<file path="config.mk">
export PLATFORM = sky130hd
export DESIGN_NAME = ccc_entdaa_id_tx
export DESIGN_NICKNAME = d
export VERILOG_FILES = /design/src/rtl/controller_pkg.sv /design/src/rtl/ccc_entdaa_id_tx.sv
export SDC_FILE = /design/constraint.sdc
export NUM_CORES = 1
export LEC_CHECK = 0
export ABC_AREA = 1
export CAP_MARGIN = 20
export CORE_MARGIN = 4
export CORE_UTILIZATION = 53
export CTS_BUF_LIST = sky130_fd_sc_hd__clkbuf_4
export CTS_CLUSTER_DIAMETER = 40
export DETAILED_ROUTE_END_ITERATION = 7
export PLACE_DENSITY = 0.83
export SYNTH_ARGS = -nofsm -noshare
export SYNTH_HDL_FRONTEND = slang
export SYNTH_SLANG_ARGS = --single-unit
</file>
<file path="constraint.sdc">
create_clock -name clk_i -period 1.79 [get_ports clk_i]
set_clock_uncertainty 0.15 [all_clocks]
set_input_delay 0.358 -clock clk_i [delete_from_list [all_inputs] [get_ports clk_i]]
set_output_delay 0.358 -clock clk_i [all_outputs]
set_load 0.02 [all_outputs]
</file>
<file path="src/rtl/controller_pkg.sv">
// Shared I3C target-controller definitions: ENTDAA identity widths, the
// ENTDAA ID transmitter state encoding and the identity struct.
package controller_pkg;

    localparam int unsigned ENTDAA_ID_W  = 48;
    localparam int unsigned ENTDAA_BCR_W = 8;
    localparam int unsigned ENTDAA_DCR_W = 8;
    localparam int unsigned ENTDAA_BITS  = ENTDAA_ID_W + ENTDAA_BCR_W + ENTDAA_DCR_W;
    localparam int unsigned ENTDAA_CNT_W = 7;

    typedef enum logic [2:0] {
        ST_IDLE,
        ST_DRIVE,
        ST_SHIFT,
        ST_WON,
        ST_LOST
    } state_e;

    typedef struct packed {
        logic [ENTDAA_ID_W-1:0]  pid;
        logic [ENTDAA_BCR_W-1:0] bcr;
        logic [ENTDAA_DCR_W-1:0] dcr;
    } entdaa_ident_t;

endpackage

</file>
<file path="src/rtl/ccc_entdaa_id_tx.sv">
// ENTDAA arbitration transmitter: shifts the 64-bit identity out MSB-first in
// open-drain mode and reports completion, lost arbitration or bus abort.
module ccc_entdaa_id_tx
    import controller_pkg::*;
(
    input  logic        clk_i,
    input  logic        rst_ni,
    input  logic        start_i,
    input  logic [47:0] id_i,
    input  logic [7:0]  bcr_i,
    input  logic [7:0]  dcr_i,
    output logic        bus_tx_req_bit_o,
    output logic        bus_tx_req_value_o,
    output logic        bus_tx_sel_od_pp_o,
    input  logic        bus_tx_done_i,
    input  logic        sda_sampled_i,
    input  logic        bus_stop_det_i,
    input  logic        bus_rstart_det_i,
    output logic        busy_o,
    output logic        done_o,
    output logic        arbitration_lost_o,
    output logic        bus_error_o,
    output logic        abort_o,
    output logic [6:0]  bit_cnt_o
);

    state_e                  state_q, state_d;
    logic [ENTDAA_BITS-1:0]  shift_q;
    logic [ENTDAA_CNT_W-1:0] bit_cnt_q;
    logic                    lost_q, err_q, abort_q;

    logic          bus_evt, cur_bit;
    logic          load, shift_en, cnt_inc, set_lost, set_err, abort_d;
    entdaa_ident_t ident;

    assign bus_evt = bus_stop_det_i | bus_rstart_det_i;
    assign cur_bit = shift_q[ENTDAA_BITS-1];
    assign ident   = '{pid: id_i, bcr: bcr_i, dcr: dcr_i};

    always_comb begin
        state_d  = state_q;
        load     = 1'b0;
        shift_en = 1'b0;
        cnt_inc  = 1'b0;
        set_lost = 1'b0;
        set_err  = 1'b0;
        abort_d  = 1'b0;
        // STOP/Sr pre-empts everything, including a coincident bit completion
        if (state_q != ST_IDLE && bus_evt) begin
            state_d = ST_IDLE;
            abort_d = 1'b1;
        end else begin
            unique case (state_q)
                ST_IDLE: begin
                    if (start_i && !bus_evt) begin
                        load    = 1'b1;
                        state_d = ST_DRIVE;
                    end
                end
                ST_DRIVE: begin
                    if (bus_tx_done_i) begin
                        if (cur_bit && !sda_sampled_i) begin
                            set_lost = 1'b1;
                            state_d  = ST_LOST;
                        end else if (!cur_bit && sda_sampled_i) begin
                            set_lost = 1'b1;
                            set_err  = 1'b1;
                            state_d  = ST_LOST;
                        end else begin
                            cnt_inc = 1'b1;
                            state_d = (bit_cnt_q == ENTDAA_CNT_W'(ENTDAA_BITS - 1))
                                      ? ST_WON : ST_SHIFT;
                        end
                    end
                end
                ST_SHIFT: begin
                    shift_en = 1'b1;
                    state_d  = ST_DRIVE;
                end
                ST_WON:  state_d = ST_IDLE;
                ST_LOST: state_d = ST_IDLE;
                default: state_d = ST_IDLE;
            endcase
        end
    end

    always_ff @(posedge clk_i or negedge rst_ni) begin
        if (!rst_ni) begin
            state_q   <= ST_IDLE;
            shift_q   <= '1;
            bit_cnt_q <= '0;
            lost_q    <= 1'b0;
            err_q     <= 1'b0;
            abort_q   <= 1'b0;
        end else begin
            state_q <= state_d;
            abort_q <= abort_d;
            if (load) begin
                shift_q   <= ident;
                bit_cnt_q <= '0;
                lost_q    <= 1'b0;
                err_q     <= 1'b0;
            end else begin
                if (shift_en) shift_q   <= {shift_q[ENTDAA_BITS-2:0], 1'b1};
                if (cnt_inc)  bit_cnt_q <= bit_cnt_q + 1'b1;
                if (set_lost) lost_q    <= 1'b1;
                if (set_err)  err_q     <= 1'b1;
            end
        end
    end

    // Value is gated by the request so every output reads 0 out of reset
    assign bus_tx_req_bit_o   = (state_q == ST_DRIVE);
    assign bus_tx_req_value_o = (state_q == ST_DRIVE) & cur_bit;
    assign bus_tx_sel_od_pp_o = 1'b0;
    assign busy_o             = (state_q != ST_IDLE);
    assign done_o             = (state_q == ST_WON) & ~bus_evt;
    assign arbitration_lost_o = lost_q;
    assign bus_error_o        = err_q;
    assign abort_o            = abort_q;
    assign bit_cnt_o          = bit_cnt_q;

endmodule

</file>
; ---- Word level (Yosys, flattened, before mapping)
; Index checks and enable logic that the tools add are counted.
[totals]
regBits = 77
in_bits = 71
output_inout_bits = 15
[classes]
addsub = 1
eq_ne = 6
mux = 35
bitwise = 4
reduce_logical = 14
[op_table]
columns = cell, count
row1 = 64-bit 2-to-1 mux, 2
row2 = 1-bit 2-to-1 mux, 25
row3 = 3-bit 2-to-1 mux, 5
row4 = 7-bit 2-to-1 mux, 2
row5 = 3-bit case mux with 3 select lines, 1
row6 = 2-bit nonzero test, 4
row7 = "7-bit by 1-bit adder with 7-bit output, second input constant", 1
row8 = "7-bit by 6-bit == test with 1-bit output, second input constant", 1
row9 = "3-bit by 2-bit == test with 1-bit output, second input constant", 2
row10 = 1-bit logical AND, 4
row11 = "3-bit by 1-bit == test with 1-bit output, second input constant", 1
row12 = 1-bit logical NOT, 3
row13 = 3-bit logical NOT, 1
row14 = "3-bit by 1-bit != test with 1-bit output, second input constant", 1
row15 = "3-bit != test, second input constant", 1
row16 = 3-bit nonzero test, 1
row17 = 1-bit AND, 2
row18 = 2-bit AND reduction, 1
row19 = 1-bit inverter, 1
row20 = 1-bit bitwise OR, 1

; ---- Longest topological paths before layout
; Gate-level depths: netlist of the first run.
[logic_depth]
depth_word = 9
ltp_mapped = 9
mapped_depth_nobuf = 9

; ---- Worst setup path before layout of the first run
; Ideal clock, no wire load.
[synth_path]
path_type = input to output
start = input bus_rstart_det_i
end = output done_o
t_arrival_ps = 1214
setup_slack_ps = 68
stages = 3
n_path_buf = 0
cell_sequence = nor2_4 > inv_1 > nor4_1
[synth_via]
elab_chain_cells = 3
[synth_lines]
columns = element, line
row1 = "start, declared", ccc_entdaa_id_tx.sv:18  ; input logic bus_rstart_det_i,
row2 = 1-bit bitwise OR, ccc_entdaa_id_tx.sv:36  ; assign bus_evt = bus_stop_det_i | bus_rstart_det_i;
row3 = 1-bit inverter, ccc_entdaa_id_tx.sv:117  ; assign done_o = (state_q == ST_WON) & ~bus_evt;
row4 = 1-bit AND, ccc_entdaa_id_tx.sv:117
row5 = "end, declared", ccc_entdaa_id_tx.sv:20  ; output logic done_o,
; Every way passes these cells.

; ---- Worst setup path in the final report of the first run
[layout_path]
start = register state_q[2]
end = output bus_tx_req_value_o
[layout_via]
elab_chain_cells = 2
[layout_lines]
columns = element, line
row1 = "start, declared", ccc_entdaa_id_tx.sv:27  ; state_e state_q, state_d;
row2 = "start signal, assigned", ccc_entdaa_id_tx.sv:96  ; state_q <= state_d;
row3 = 3-bit by 1-bit == test with 1-bit output, ccc_entdaa_id_tx.sv:114  ; assign bus_tx_req_value_o = (state_q == ST_DRIVE) & cur_bit;
row4 = 1-bit AND, ccc_entdaa_id_tx.sv:114
row5 = "end, declared", ccc_entdaa_id_tx.sv:13  ; output logic bus_tx_req_value_o,
; Every way passes these cells.

==> impl_results.html, run 1 <==
<table>
<tr><th>Metric</th><th>Value</th></tr>
<tr><th colspan="2">STA</th></tr>
<tr><td>Final worst slack</td><td>-110 ps</td></tr>
<tr><td># setup viols final</td><td>3</td></tr>
<tr><td>Final count of pins violating max slew</td><td>0</td></tr>
<tr><td>Final hold violation count</td><td>0</td></tr>
<tr><td>Unrepaired setup endpoints after global routing</td><td>true</td></tr>
<tr><td>Fin crit period</td><td>1900 ps</td></tr>
<tr><td>Hold Slack</td><td>268 ps</td></tr>
<tr><td>Maximum clock rate</td><td>526 MHz</td></tr>
<tr><td>Final critical-path share of the clock period</td><td>1.06</td></tr>
<tr><th colspan="2">Floorplan</th></tr>
<tr><td>Die ar.</td><td>0.00885 mm2</td></tr>
<tr><td>Placement row count</td><td>31</td></tr>
<tr><td>Die span in x</td><td>94.1 um</td></tr>
<tr><td>Chip Height</td><td>94.1 um</td></tr>
<tr><td>Core box area</td><td>0.00721 mm2</td></tr>
<tr><td>Starting density of the core</td><td>0.544</td></tr>
<tr><td>Count of pins on the block boundary</td><td>86</td></tr>
<tr><th colspan="2">Placement</th></tr>
<tr><td>HPWL after detailed placement</td><td>6.27 mm</td></tr>
<tr><td>Place WS</td><td>-573 ps</td></tr>
<tr><td>IO buf count</td><td>84</td></tr>
<tr><td>DP Area</td><td>0.00507 mm2</td></tr>
<tr><td>RePlAce Congestion</td><td>0.874</td></tr>
<tr><th colspan="2">Run status</th></tr>
<tr><td>Result of the run</td><td>finished, violations left</td></tr>
<tr><td>Violations in the final reports</td><td>setup timing</td></tr>
<tr><th colspan="2">Worst setup path</th></tr>
<tr><td>Worst reg2reg startpoint</td><td>shift_q[63]</td></tr>
<tr><td>Arrival time of the worst setup path</td><td>1390 ps</td></tr>
<tr><td>Type of element capturing the critical path</td><td>output port</td></tr>
<tr><td>Crit path kind</td><td>flop to output port</td></tr>
<tr><td>Worst r2r dst</td><td>bit_cnt_o[6]</td></tr>
<tr><td>Register-to-register setup slack</td><td>70 ps</td></tr>
<tr><td>Setup crit end</td><td>bus_tx_req_value_o</td></tr>
<tr><td>Start point of the critical path</td><td>state_q[2]</td></tr>
<tr><td>CP required</td><td>1280 ps</td></tr>
<tr><td>Critical-path maximum fanout</td><td>3</td></tr>
<tr><td>Number of cells on the worst reg-to-reg path</td><td>9</td></tr>
<tr><td>Critical path startpoint category</td><td>flop</td></tr>
<tr><th colspan="2">Pwr</th></tr>
<tr><td>Total power per unit cell area</td><td>1240 mW/mm2</td></tr>
<tr><td>Overall power of the completed layout</td><td>0.00655 W</td></tr>
<tr><td>VDD IR max</td><td>0.000727 V</td></tr>
<tr><td>Leakage Power</td><td>2.48 nW</td></tr>
<tr><th colspan="2">Cells and area</th></tr>
<tr><td>Diodes inserted</td><td>0</td></tr>
<tr><td>Net count reported at finish</td><td>636</td></tr>
<tr><td>Layout overhead on the synthesized area</td><td>34.7%</td></tr>
<tr><td>Post-route cell area</td><td>0.00529 mm2</td></tr>
<tr><td>Core Util, Final</td><td>0.733</td></tr>
<tr><td>Commonest cells after routing, fill and taps aside</td><td>sky130_fd_sc_hd__nand2_1 (189), sky130_fd_sc_hd__clkdlybuf4s50_1 (69), sky130_fd_sc_hd__dfstp_2 (64)</td></tr>
<tr><td>Commonest non-fill, non-tap cell in the layout</td><td>sky130_fd_sc_hd__nand2_1</td></tr>
<tr><td>Share of post-route cells with drive strength above 1</td><td>0.349</td></tr>
<tr><th colspan="2">Routing</th></tr>
<tr><td>Total Routed Length</td><td>8.78 mm</td></tr>
<tr><td>Highest metal layer used by the detailed router</td><td>met4</td></tr>
<tr><td>Remaining number of nets flagged by the antenna check after routing</td><td>0</td></tr>
<tr><td>Total iterations of the first detailed-routing run</td><td>4</td></tr>
<tr><td>Detailed route wirelength on metal2</td><td>4.34 mm</td></tr>
<tr><td>Average routed wire per standard cell</td><td>13.2 um</td></tr>
<tr><td>Via density per instance</td><td>4.94</td></tr>
<tr><td>Violation count after the first detailed-routing iteration</td><td>97</td></tr>
<tr><td>Total routed wire length on the met1 layer</td><td>3.87 mm</td></tr>
<tr><td>Total via count after detailed routing</td><td>3281</td></tr>
<tr><td>Post-route DRC</td><td>0</td></tr>
<tr><td>Met3 wire length</td><td>468 um</td></tr>
<tr><th colspan="2">Yosys</th></tr>
<tr><td>Post-synthesis average cell area</td><td>8.73 um2</td></tr>
<tr><td>Gate count after technology mapping</td><td>450</td></tr>
<tr><td>Flip-flop and latch count after synthesis</td><td>77</td></tr>
<tr><td>Largest cells by area after synthesis</td><td>sky130_fd_sc_hd__dfstp_2 (43%), sky130_fd_sc_hd__nand2_1 (18%), sky130_fd_sc_hd__dfrtp_1 (8.3%)</td></tr>
<tr><td>Syn Nets</td><td>525</td></tr>
<tr><td>Fraction of post-synthesis cell area in the top cell type by area</td><td>0.428</td></tr>
<tr><td>Ys Warns</td><td>0</td></tr>
<tr><td>Post-synthesis sequential area ratio</td><td>0.511</td></tr>
<tr><td>Distinct cells, synth</td><td>30</td></tr>
<tr><td>Mapped cell area</td><td>0.00393 mm2</td></tr>
<tr><td>Cell accounting for the most synthesized area</td><td>sky130_fd_sc_hd__dfstp_2</td></tr>
<tr><th colspan="2">Clocking</th></tr>
<tr><td>CTS buffer count</td><td>9</td></tr>
<tr><td>Clock tree from TritonCTS</td><td>built</td></tr>
<tr><td>CTS sink count</td><td>77</td></tr>
<tr><td>Later-pin clock latency in the skew report</td><td>410 ps</td></tr>
<tr><td>Clk pin slew, worst setup/hold paths</td><td>120 ps</td></tr>
<tr><td>Clk root buf</td><td>sky130_fd_sc_hd__clkbuf_4</td></tr>
<tr><td>Deepest level of the CTS H-tree</td><td>3</td></tr>
<tr><td>Max Root-Sink Buffers</td><td>2</td></tr>
<tr><th colspan="2">GRT</th></tr>
<tr><td>Antenna violations before repair</td><td>0</td></tr>
<tr><td>Via count of the first global-routing pass</td><td>3322</td></tr>
<tr><td>Global-route wire length before repair</td><td>14.8 mm</td></tr>
<tr><td>Maximum number of pins on one net before global-route repair</td><td>36</td></tr>
<tr><td>Congestion Overflow GR</td><td>0</td></tr>
<tr><td>Global-route total usage across every layer</td><td>0.209</td></tr>
<tr><th colspan="2">Flow run</th></tr>
<tr><td>Max-capacitance violation count</td><td>0</td></tr>
<tr><th colspan="2">Worst hold path</th></tr>
<tr><td>HP Class</td><td>primary input to async pin</td></tr>
</table>
## cells by family after synthesis
group / synth area share
fa+ha+maj: 0.0127
simple gates: 0.397
compound gates: 0.0143
buf+inv: 0.0574
xor+xnor: 0.00669
other cells: 0.000955
flops: 0.511
## final cells by class
class | instances | area [um2]
timing repair buffer | 120 | 1200
inverter | 21 | 78.8
tap | 99 | 124
clock inverter | 5 | 51.3
fill | 546 | 1920
sequential | 77 | 2010
multi-input combinational | 332 | 1750
clock buffer | 10 | 75.1
## where the power goes
group / internal [W] / switching [W] / total [W] / leakage [nW]
clock: 0.000429 / 0.000570 / 0.000998 / 0.0717
sequential: 0.00297 / 0.000420 / 0.00339 / 0.843
combinational: 0.00100 / 0.00116 / 0.00216 / 1.56
total: 0.00440 / 0.00215 / 0.00655 / 2.48
## per-layer routing
layer	up-vias	global-route usage
met5	-	0
met4	0	0.0662
met3	11	0.0385
met2	84	0.346
met1	1539	0.279
li1	1647	-
## critical path, stage by stage, from the launching register on
cell,delay [ps]
sky130_fd_sc_hd__dfrtp_1,440
sky130_fd_sc_hd__buf_6,140
sky130_fd_sc_hd__nor2_4,110
sky130_fd_sc_hd__nand2_4,80
sky130_fd_sc_hd__nor2_4,110
sky130_fd_sc_hd__buf_6,120
## through the flow
step           TNS (ps)  instances
2_1_floorplan         0        450
3_3_place_gp     -13590        645
3_5_place_dp     -17830        645
4_1_cts            -320        662
5_1_grt            -590        664
6_report           -227        664
## flip-flops by register name, indices dropped and copies added (netlist names)
name and flops:
arbitration_lost_o 1, bit_cnt_o 7, bus_error_o 1, abort_o 1, state_q 3, shift_q 64
## worst min-delay path by stage
stage,end,from,slack [ps],cells after the start
2_1_floorplan,abort_o,rst_ni,-90,0
3_3_place_gp,bit_cnt_o[2],rst_ni,150,1
3_5_place_dp,bit_cnt_o[2],rst_ni,160,1
4_1_cts,abort_o,rst_ni,250,2
5_1_grt,abort_o,rst_ni,280,2
6_report,bit_cnt_o[1],rst_ni,270,2
## Yosys cell counts, drive strengths merged
library cell and n:
nand2 221, nand3 73, dfstp 64, inv 21, nor2 16, buf 14, dfrtp 13, clkbuf 6
ha 4, a21oi 3, nand4 3, xor2 3, o211ai 2, o22ai 2, conb 1, nand3b 1
nor3 1, nor4 1, o21ai 1
## timing repair
item                       CTS  global route
gates resized for setup     42            13
pin swaps                    1             6
buffers inserted             1             2
hold endpoints to repair    20             0
hold buffers                 1             0
setup endpoints to repair   20            22
Power figures use the tool's default switching activity.
==> run 2, diff against run 1 <==
- CORE_UTILIZATION: 53 -> 35
- PLACE_DENSITY: 0.83 -> 0.55
==> run 2 against run 1 <==
  * The flow still finishes with violations (setup timing)
  * Sequential share of layout area is 1.8 points lower
  * Wire length up 6.8%
  * Register-to-register slack about the same
  * Via count grew 0.34%
  * First-iteration DRC count rose by 22%
  * Combinational power grew 5%
  * Power is 4.4% higher
  * Critical path type unchanged
  * Critical endpoint unchanged
  * Largest cell class unchanged
==> impl_results.html, run 2 (synthesis results as in run 1) <==
<table>
<tr><th>Metric</th><th>Value</th></tr>
<tr><th colspan="2">Worst setup path</th></tr>
<tr><td>CP required</td><td>1280 ps</td></tr>
<tr><td>Cell Chain, Critical Path</td><td>buf_6 &gt; nor2_4 &gt; nand2_2 &gt; nor2_2 &gt; buf_6</td></tr>
<tr><td>Cell type group with the largest total delay on the critical path</td><td>flip-flops</td></tr>
<tr><td>Library cell appearing most often on the critical path</td><td>sky130_fd_sc_hd__buf_6</td></tr>
<tr><td>Crit path buf inv count</td><td>2</td></tr>
<tr><td>Critical-path maximum fanout</td><td>3</td></tr>
<tr><td>Maximum cell stage delay along the critical path</td><td>440 ps</td></tr>
<tr><td>Crit path kind</td><td>flop to output port</td></tr>
<tr><td>Arrival time of the worst setup path</td><td>1410 ps</td></tr>
<tr><td>Worst-path cell with the longest stage delay</td><td>sky130_fd_sc_hd__dfrtp_1</td></tr>
<tr><td>Type of element capturing the critical path</td><td>output port</td></tr>
<tr><td>Critical path startpoint category</td><td>flop</td></tr>
<tr><th colspan="2">GRT</th></tr>
<tr><td>Maximum number of pins on one net before global-route repair</td><td>53</td></tr>
<tr><td>Congestion Overflow GR</td><td>0</td></tr>
<tr><td>Via count of the first global-routing pass</td><td>3288</td></tr>
<tr><td>Global-route total usage across every layer</td><td>0.145</td></tr>
<tr><td>Antenna violations before repair</td><td>0</td></tr>
<tr><td>Global-route wire length before repair</td><td>15.3 mm</td></tr>
<tr><th colspan="2">Routing</th></tr>
<tr><td>Post-route DRC</td><td>0</td></tr>
<tr><td>Average routed wire per standard cell</td><td>13.1 um</td></tr>
<tr><td>Total via count after detailed routing</td><td>3292</td></tr>
<tr><td>Violation count after the first detailed-routing iteration</td><td>118</td></tr>
<tr><td>Via density per instance</td><td>4.60</td></tr>
<tr><td>Total Routed Length</td><td>9.37 mm</td></tr>
<tr><td>Remaining number of nets flagged by the antenna check after routing</td><td>0</td></tr>
<tr><td>Total iterations of the first detailed-routing run</td><td>4</td></tr>
<tr><th colspan="2">Cells and area</th></tr>
<tr><td>Largest register FFs</td><td>64</td></tr>
<tr><td>Footprint of the multi-input gates</td><td>0.00177 mm2</td></tr>
<tr><td>Diodes inserted</td><td>0</td></tr>
<tr><td>Commonest cells after routing, fill and taps aside</td><td>sky130_fd_sc_hd__nand2_1 (188), sky130_fd_sc_hd__clkdlybuf4s50_1 (69), sky130_fd_sc_hd__dfstp_2 (64)</td></tr>
<tr><td>Commonest non-fill, non-tap cell in the layout</td><td>sky130_fd_sc_hd__nand2_1</td></tr>
<tr><td>Fillers</td><td>1079</td></tr>
<tr><td>Storage element area</td><td>0.00201 mm2</td></tr>
<tr><td>Core Util, Final</td><td>0.509</td></tr>
<tr><td>Largest register by flop count</td><td>shift_q</td></tr>
<tr><td>Net count reported at finish</td><td>646</td></tr>
<tr><td>Post-route cell area</td><td>0.00555 mm2</td></tr>
<tr><td>Layout overhead on the synthesized area</td><td>41.2%</td></tr>
<tr><td>Share of post-route cells with drive strength above 1</td><td>0.375</td></tr>
<tr><th colspan="2">STA</th></tr>
<tr><td>Final hold violation count</td><td>0</td></tr>
<tr><td>Maximum clock rate</td><td>521 MHz</td></tr>
<tr><td>Unrepaired setup endpoints after global routing</td><td>true</td></tr>
<tr><td>Final count of pins violating max slew</td><td>0</td></tr>
<tr><td>Fin crit period</td><td>1920 ps</td></tr>
<tr><td>Final critical-path share of the clock period</td><td>1.07</td></tr>
<tr><td>Final worst slack</td><td>-131 ps</td></tr>
<tr><td># setup viols final</td><td>4</td></tr>
<tr><th colspan="2">Run status</th></tr>
<tr><td>Violations in the final reports</td><td>setup timing</td></tr>
<tr><td>Result of the run</td><td>finished, violations left</td></tr>
<tr><th colspan="2">Clocking</th></tr>
<tr><td>Clk root buf</td><td>sky130_fd_sc_hd__clkbuf_4</td></tr>
<tr><td>CTS buffer count</td><td>9</td></tr>
<tr><td>Max Root-Sink Buffers</td><td>2</td></tr>
<tr><td>Clk pin slew, worst setup/hold paths</td><td>140 ps</td></tr>
<tr><td>Deepest level of the CTS H-tree</td><td>3</td></tr>
<tr><td>Later-pin clock latency in the skew report</td><td>440 ps</td></tr>
<tr><td>Clock tree from TritonCTS</td><td>built</td></tr>
<tr><td>CTS sink count</td><td>77</td></tr>
<tr><th colspan="2">Floorplan</th></tr>
<tr><td>Chip Height</td><td>114 um</td></tr>
<tr><td>Core box area</td><td>0.0109 mm2</td></tr>
<tr><td>Die ar.</td><td>0.0130 mm2</td></tr>
<tr><td>Die span in x</td><td>114 um</td></tr>
<tr><td>Starting density of the core</td><td>0.361</td></tr>
<tr><td>Placement row count</td><td>38</td></tr>
<tr><td>Count of pins on the block boundary</td><td>86</td></tr>
<tr><th colspan="2">Flow run</th></tr>
<tr><td>Max-capacitance violation count</td><td>0</td></tr>
<tr><th colspan="2">Pwr</th></tr>
<tr><td>Total power per unit cell area</td><td>1230 mW/mm2</td></tr>
<tr><td>VDD IR max</td><td>0.000639 V</td></tr>
<tr><td>Leakage Power</td><td>2.57 nW</td></tr>
<tr><th colspan="2">Placement</th></tr>
<tr><td>HPWL after detailed placement</td><td>6.16 mm</td></tr>
<tr><td>IO buf count</td><td>84</td></tr>
<tr><td>DP Area</td><td>0.00514 mm2</td></tr>
<tr><td>Place WS</td><td>-614 ps</td></tr>
<tr><td>RePlAce Congestion</td><td>0.745</td></tr>
<tr><th colspan="2">Worst hold path</th></tr>
<tr><td>HP Class</td><td>primary input to flop</td></tr>
</table>
==> run 2: cell types whose count changed in the layout (fill, tap and decap cells not counted), sizes merged <==
cell	previous run	this run
buf	40	47
clkbuf	10	13
bufinv	1	2
clkdlybuf4s15	2	3
clkinv	3	4
dlygate4sd2	8	7
inv	22	21
==> run 2: final timing paths <==
path | startpoint | to | slack (ps) | depth (start not counted)
max in group asynchronous | rst_ni | shift_q[46] | 710 | 3
min reg2reg | shift_q[15] | shift_q[16] | 330 | 2
max reg2reg | state_q[2] | shift_q[15] | 60 | 9
max | state_q[2] | bus_tx_req_value_o | -130 | 5
min in group asynchronous | rst_ni | shift_q[28] | 420 | 2
min | bcr_i[6] | shift_q[14] | 280 | 3
==> run 2: layout make-up <==
cell class / instances / share of cell area
flip-flops and latches: 77 / 0.362
repair buffers: 130 / 0.243
clock buffers: 10 / 0.0135
inverters: 21 / 0.0147
multi-input cells: 332 / 0.319
well taps: 140 / 0.0316
clock inverters: 6 / 0.0158
==> run 2: worst reg2reg max path: cells and delay by family, from the launching register on <==
family        cells  cell delay (ps)
simple gates      5              490
buf+inv           4              600
flops             1              440
==> run 2: power by group <==
group | internal (W) | total (W) | switching [W]
combinational | 0.00110 | 0.00227 | 0.00118
sequential | 0.00297 | 0.00336 | 0.000390
clock | 0.000583 | 0.00120 | 0.000619
total | 0.00465 | 0.00684 | 0.00218
==> run 2: routing by layer <==
| metal | vias to the layer above | part of all wire | track usage |
|---|---|---|---|
| met2 | 80 | 0.46 | 0.220 |
| met4 | 0 | 0.013 | 0.0428 |
| met1 | 1532 | 0.46 | 0.196 |
| met3 | 10 | 0.067 | 0.0493 |
| met5 | - | 0 | 0 |
| li1 | 1670 | - | - |
==> run 2: stage by stage <==
| stage | hold slack (ps) | setup TNS (ps) | cells | power (W) |
|---|---|---|---|---|
| after floorplan | -87.6 | 0 | 450 | 0.00459 |
| after global placement | 319 | -14220 | 689 | 0.00543 |
| after detailed placement | 323 | -16080 | 689 | 0.00548 |
| after CTS | 242 | -558 | 708 | 0.00676 |
| after global routing | 265 | -1060 | 716 | 0.00735 |
| final | 283 | -322 | 716 | 0.00684 |
==> run 2: repair_timing <==
action                                  4_1_cts  5_1_grt
hold buffers                                  1        0
cloned                                        0        4
buffers inserted                              2        4
resized for setup                            42       25
pin swaps                                     1        7
endpoints found under the setup margin       20       44
endpoints found under the hold margin        31        0
==> run 3, diff against run 2 <==
- CORE_UTILIZATION: 35 -> 40
- MAX_ROUTING_LAYER: default -> met4
- PLACE_DENSITY: 0.55 -> 0.62
==> run 3 against run 2 <==
  * Sequential power is essentially flat
  * The run still ends with setup timing left
  * Critical path type unchanged
  * Critical endpoint is now busy_o
  * Non-clock buffer count grew 4
  * Critical path depth unchanged
==> impl_results.html, run 3 (synthesis results as in run 1) <==
<table>
<tr><th>Metric</th><th>Value</th></tr>
<tr><th colspan="2">Worst setup path</th></tr>
<tr><td>Cell type group with the largest total delay on the critical path</td><td>flip-flops</td></tr>
<tr><td>Critical-path maximum fanout</td><td>3</td></tr>
<tr><td>Cell Chain, Critical Path</td><td>buf_4 &gt; buf_6 &gt; nor2_4 &gt; nand2_4 &gt; buf_6</td></tr>
<tr><td>Arrival time of the worst setup path</td><td>1420 ps</td></tr>
<tr><td>Start point of the critical path</td><td>state_q[2]</td></tr>
<tr><td>Worst-path cell with the longest stage delay</td><td>sky130_fd_sc_hd__dfrtp_2</td></tr>
<tr><td>CP required</td><td>1280 ps</td></tr>
<tr><td>Library cell appearing most often on the critical path</td><td>sky130_fd_sc_hd__buf_6</td></tr>
<tr><td>Crit path kind</td><td>flop to output port</td></tr>
<tr><td>Type of element capturing the critical path</td><td>output port</td></tr>
<tr><td>Critical path startpoint category</td><td>flop</td></tr>
<tr><td>Crit path buf inv count</td><td>3</td></tr>
<tr><td>Maximum cell stage delay along the critical path</td><td>450 ps</td></tr>
<tr><td>Worst reg2reg startpoint</td><td>state_q[2]</td></tr>
<tr><th colspan="2">Floorplan</th></tr>
<tr><td>Die span in x</td><td>107 um</td></tr>
<tr><td>Count of pins on the block boundary</td><td>86</td></tr>
<tr><td>Chip Height</td><td>107 um</td></tr>
<tr><td>Starting density of the core</td><td>0.417</td></tr>
<tr><td>Die ar.</td><td>0.0115 mm2</td></tr>
<tr><td>Core box area</td><td>0.00942 mm2</td></tr>
<tr><td>Placement row count</td><td>35</td></tr>
<tr><th colspan="2">GRT</th></tr>
<tr><td>Antenna violations before repair</td><td>0</td></tr>
<tr><td>Via count of the first global-routing pass</td><td>3343</td></tr>
<tr><td>Global-route total usage across every layer</td><td>0.162</td></tr>
<tr><td>Global-route wire length before repair</td><td>14.9 mm</td></tr>
<tr><td>Maximum number of pins on one net before global-route repair</td><td>38</td></tr>
<tr><td>Congestion Overflow GR</td><td>0</td></tr>
<tr><th colspan="2">Flow run</th></tr>
<tr><td>Max-capacitance violation count</td><td>0</td></tr>
<tr><th colspan="2">STA</th></tr>
<tr><td>Final hold violation count</td><td>0</td></tr>
<tr><td>Hold Slack</td><td>265 ps</td></tr>
<tr><td>Maximum clock rate</td><td>518 MHz</td></tr>
<tr><td># setup viols final</td><td>11</td></tr>
<tr><td>Unrepaired setup endpoints after global routing</td><td>true</td></tr>
<tr><td>Final critical-path share of the clock period</td><td>1.08</td></tr>
<tr><td>Fin crit period</td><td>1930 ps</td></tr>
<tr><td>Final count of pins violating max slew</td><td>0</td></tr>
<tr><td>Final worst slack</td><td>-142 ps</td></tr>
<tr><td>Setup tns final</td><td>-380 ps</td></tr>
<tr><th colspan="2">Clocking</th></tr>
<tr><td>Deepest level of the CTS H-tree</td><td>3</td></tr>
<tr><td>Clk pin slew, worst setup/hold paths</td><td>130 ps</td></tr>
<tr><td>Max Root-Sink Buffers</td><td>2</td></tr>
<tr><td>Clock tree from TritonCTS</td><td>built</td></tr>
<tr><td>CTS buffer count</td><td>9</td></tr>
<tr><td>Later-pin clock latency in the skew report</td><td>420 ps</td></tr>
<tr><td>CTS sink count</td><td>77</td></tr>
<tr><td>Clk root buf</td><td>sky130_fd_sc_hd__clkbuf_4</td></tr>
<tr><th colspan="2">Cells and area</th></tr>
<tr><td>Largest register FFs</td><td>64</td></tr>
<tr><td>Share of post-route cells with drive strength above 1</td><td>0.366</td></tr>
<tr><td>Diodes inserted</td><td>0</td></tr>
<tr><td>Commonest cells after routing, fill and taps aside</td><td>sky130_fd_sc_hd__nand2_1 (189), sky130_fd_sc_hd__clkdlybuf4s50_1 (69), sky130_fd_sc_hd__dfstp_2 (64)</td></tr>
<tr><td>Commonest non-fill, non-tap cell in the layout</td><td>sky130_fd_sc_hd__nand2_1</td></tr>
<tr><td>Net count reported at finish</td><td>650</td></tr>
<tr><td>Largest register by flop count</td><td>shift_q</td></tr>
<tr><td>Layout overhead on the synthesized area</td><td>41.3%</td></tr>
<tr><th colspan="2">Placement</th></tr>
<tr><td>IO buf count</td><td>84</td></tr>
<tr><td>RePlAce Congestion</td><td>0.824</td></tr>
<tr><td>HPWL after detailed placement</td><td>6.28 mm</td></tr>
<tr><th colspan="2">Routing</th></tr>
<tr><td>Total via count after detailed routing</td><td>3327</td></tr>
<tr><td>Post-route DRC</td><td>0</td></tr>
<tr><td>Violation count after the first detailed-routing iteration</td><td>114</td></tr>
<tr><td>Remaining number of nets flagged by the antenna check after routing</td><td>0</td></tr>
<tr><td>Total Routed Length</td><td>9.16 mm</td></tr>
<tr><td>Total iterations of the first detailed-routing run</td><td>5</td></tr>
<tr><td>Via density per instance</td><td>4.70</td></tr>
<tr><td>Average routed wire per standard cell</td><td>12.9 um</td></tr>
<tr><th colspan="2">Pwr</th></tr>
<tr><td>Leakage Power</td><td>2.59 nW</td></tr>
<tr><td>VDD IR max</td><td>0.000547 V</td></tr>
<tr><td>Total power per unit cell area</td><td>1220 mW/mm2</td></tr>
<tr><td>Overall power of the completed layout</td><td>0.00676 W</td></tr>
<tr><th colspan="2">Worst hold path</th></tr>
<tr><td>HP Class</td><td>primary input to async pin</td></tr>
<tr><th colspan="2">Run status</th></tr>
<tr><td>Result of the run</td><td>finished, violations left</td></tr>
<tr><td>Violations in the final reports</td><td>setup timing</td></tr>
</table>
==> run 3: layout make-up <==
class,instances,area [um2]
Multi-Input combinational cell,332,1740
Inverter,21,81.3
Fill cell,841,3870
Timing Repair Buffer,134,1400
Clock buffer,10,75.1
Sequential cell,77,2010
Clock inverter,5,76.3
Tap cell,129,161
==> run 3: path summary, 6_finish.rpt <==
path                                 to  slack (ps)  depth (start not counted)
max                              busy_o        -140                          5
min                        bit_cnt_o[2]         260                          2
max reg2reg                 shift_q[58]         -10                         11
min reg2reg                 shift_q[33]         320                          2
max in group asynchronous   shift_q[63]         640                          3
min in group clk_i          shift_q[17]         310                          3
==> run 3: stage by stage <==
stage / util / cells / area (um2) / setup slack [ps]
2_1_floorplan: - / 450 / 3930 / 67.5
3_3_place_gp: 0.546 / 678 / 5140 / -510
3_5_place_dp: 0.546 / 678 / 5140 / -564
4_1_cts: 0.565 / 696 / 5320 / -127
5_1_grt: 0.589 / 708 / 5550 / -202
6_report: 0.589 / 708 / 5550 / -142
==> run 3: worst register-to-register path, stage by stage (launching register included) <==
cell and delay, ps:
sky130_fd_sc_hd__dfrtp_2 450, sky130_fd_sc_hd__buf_4 140, sky130_fd_sc_hd__buf_6 110, sky130_fd_sc_hd__nor2_4 120, sky130_fd_sc_hd__nand2_4 80, sky130_fd_sc_hd__buf_6 120, sky130_fd_sc_hd__nor2_4 110, sky130_fd_sc_hd__buf_6 130
sky130_fd_sc_hd__buf_12 130, sky130_fd_sc_hd__buf_12 120, sky130_fd_sc_hd__nand2_2 40, sky130_fd_sc_hd__nand3_2 70
==> run 3: report_power, final <==
| group | total, W | internal [W] | switching [W] |
|---|---|---|---|
| logic | 0.00220 | 0.00106 | 0.00114 |
| clock network | 0.00117 | 0.000569 | 0.000604 |
| registers | 0.00339 | 0.00297 | 0.000415 |
| total | 0.00676 | 0.00460 | 0.00216 |
==> run 3: routing by layer <==
| metal | global-route usage | routed length (um) | part of all wire |
|---|---|---|---|
| met5 | - | 0 | 0 |
| met4 | 0.0402 | 79 | 0.0086 |
| met3 | 0.0361 | 420 | 0.046 |
| met2 | 0.269 | 4470 | 0.49 |
| met1 | 0.201 | 4190 | 0.46 |
==> run 3: timing repair <==
item,4_1_cts,5_1_grt
pin swaps,2,6
setup endpoints to repair,14,76
resized for setup,38,19
gates cloned,0,2
endpoints found under the hold margin,24,0
hold buffers,1,0
setup buffers,2,11
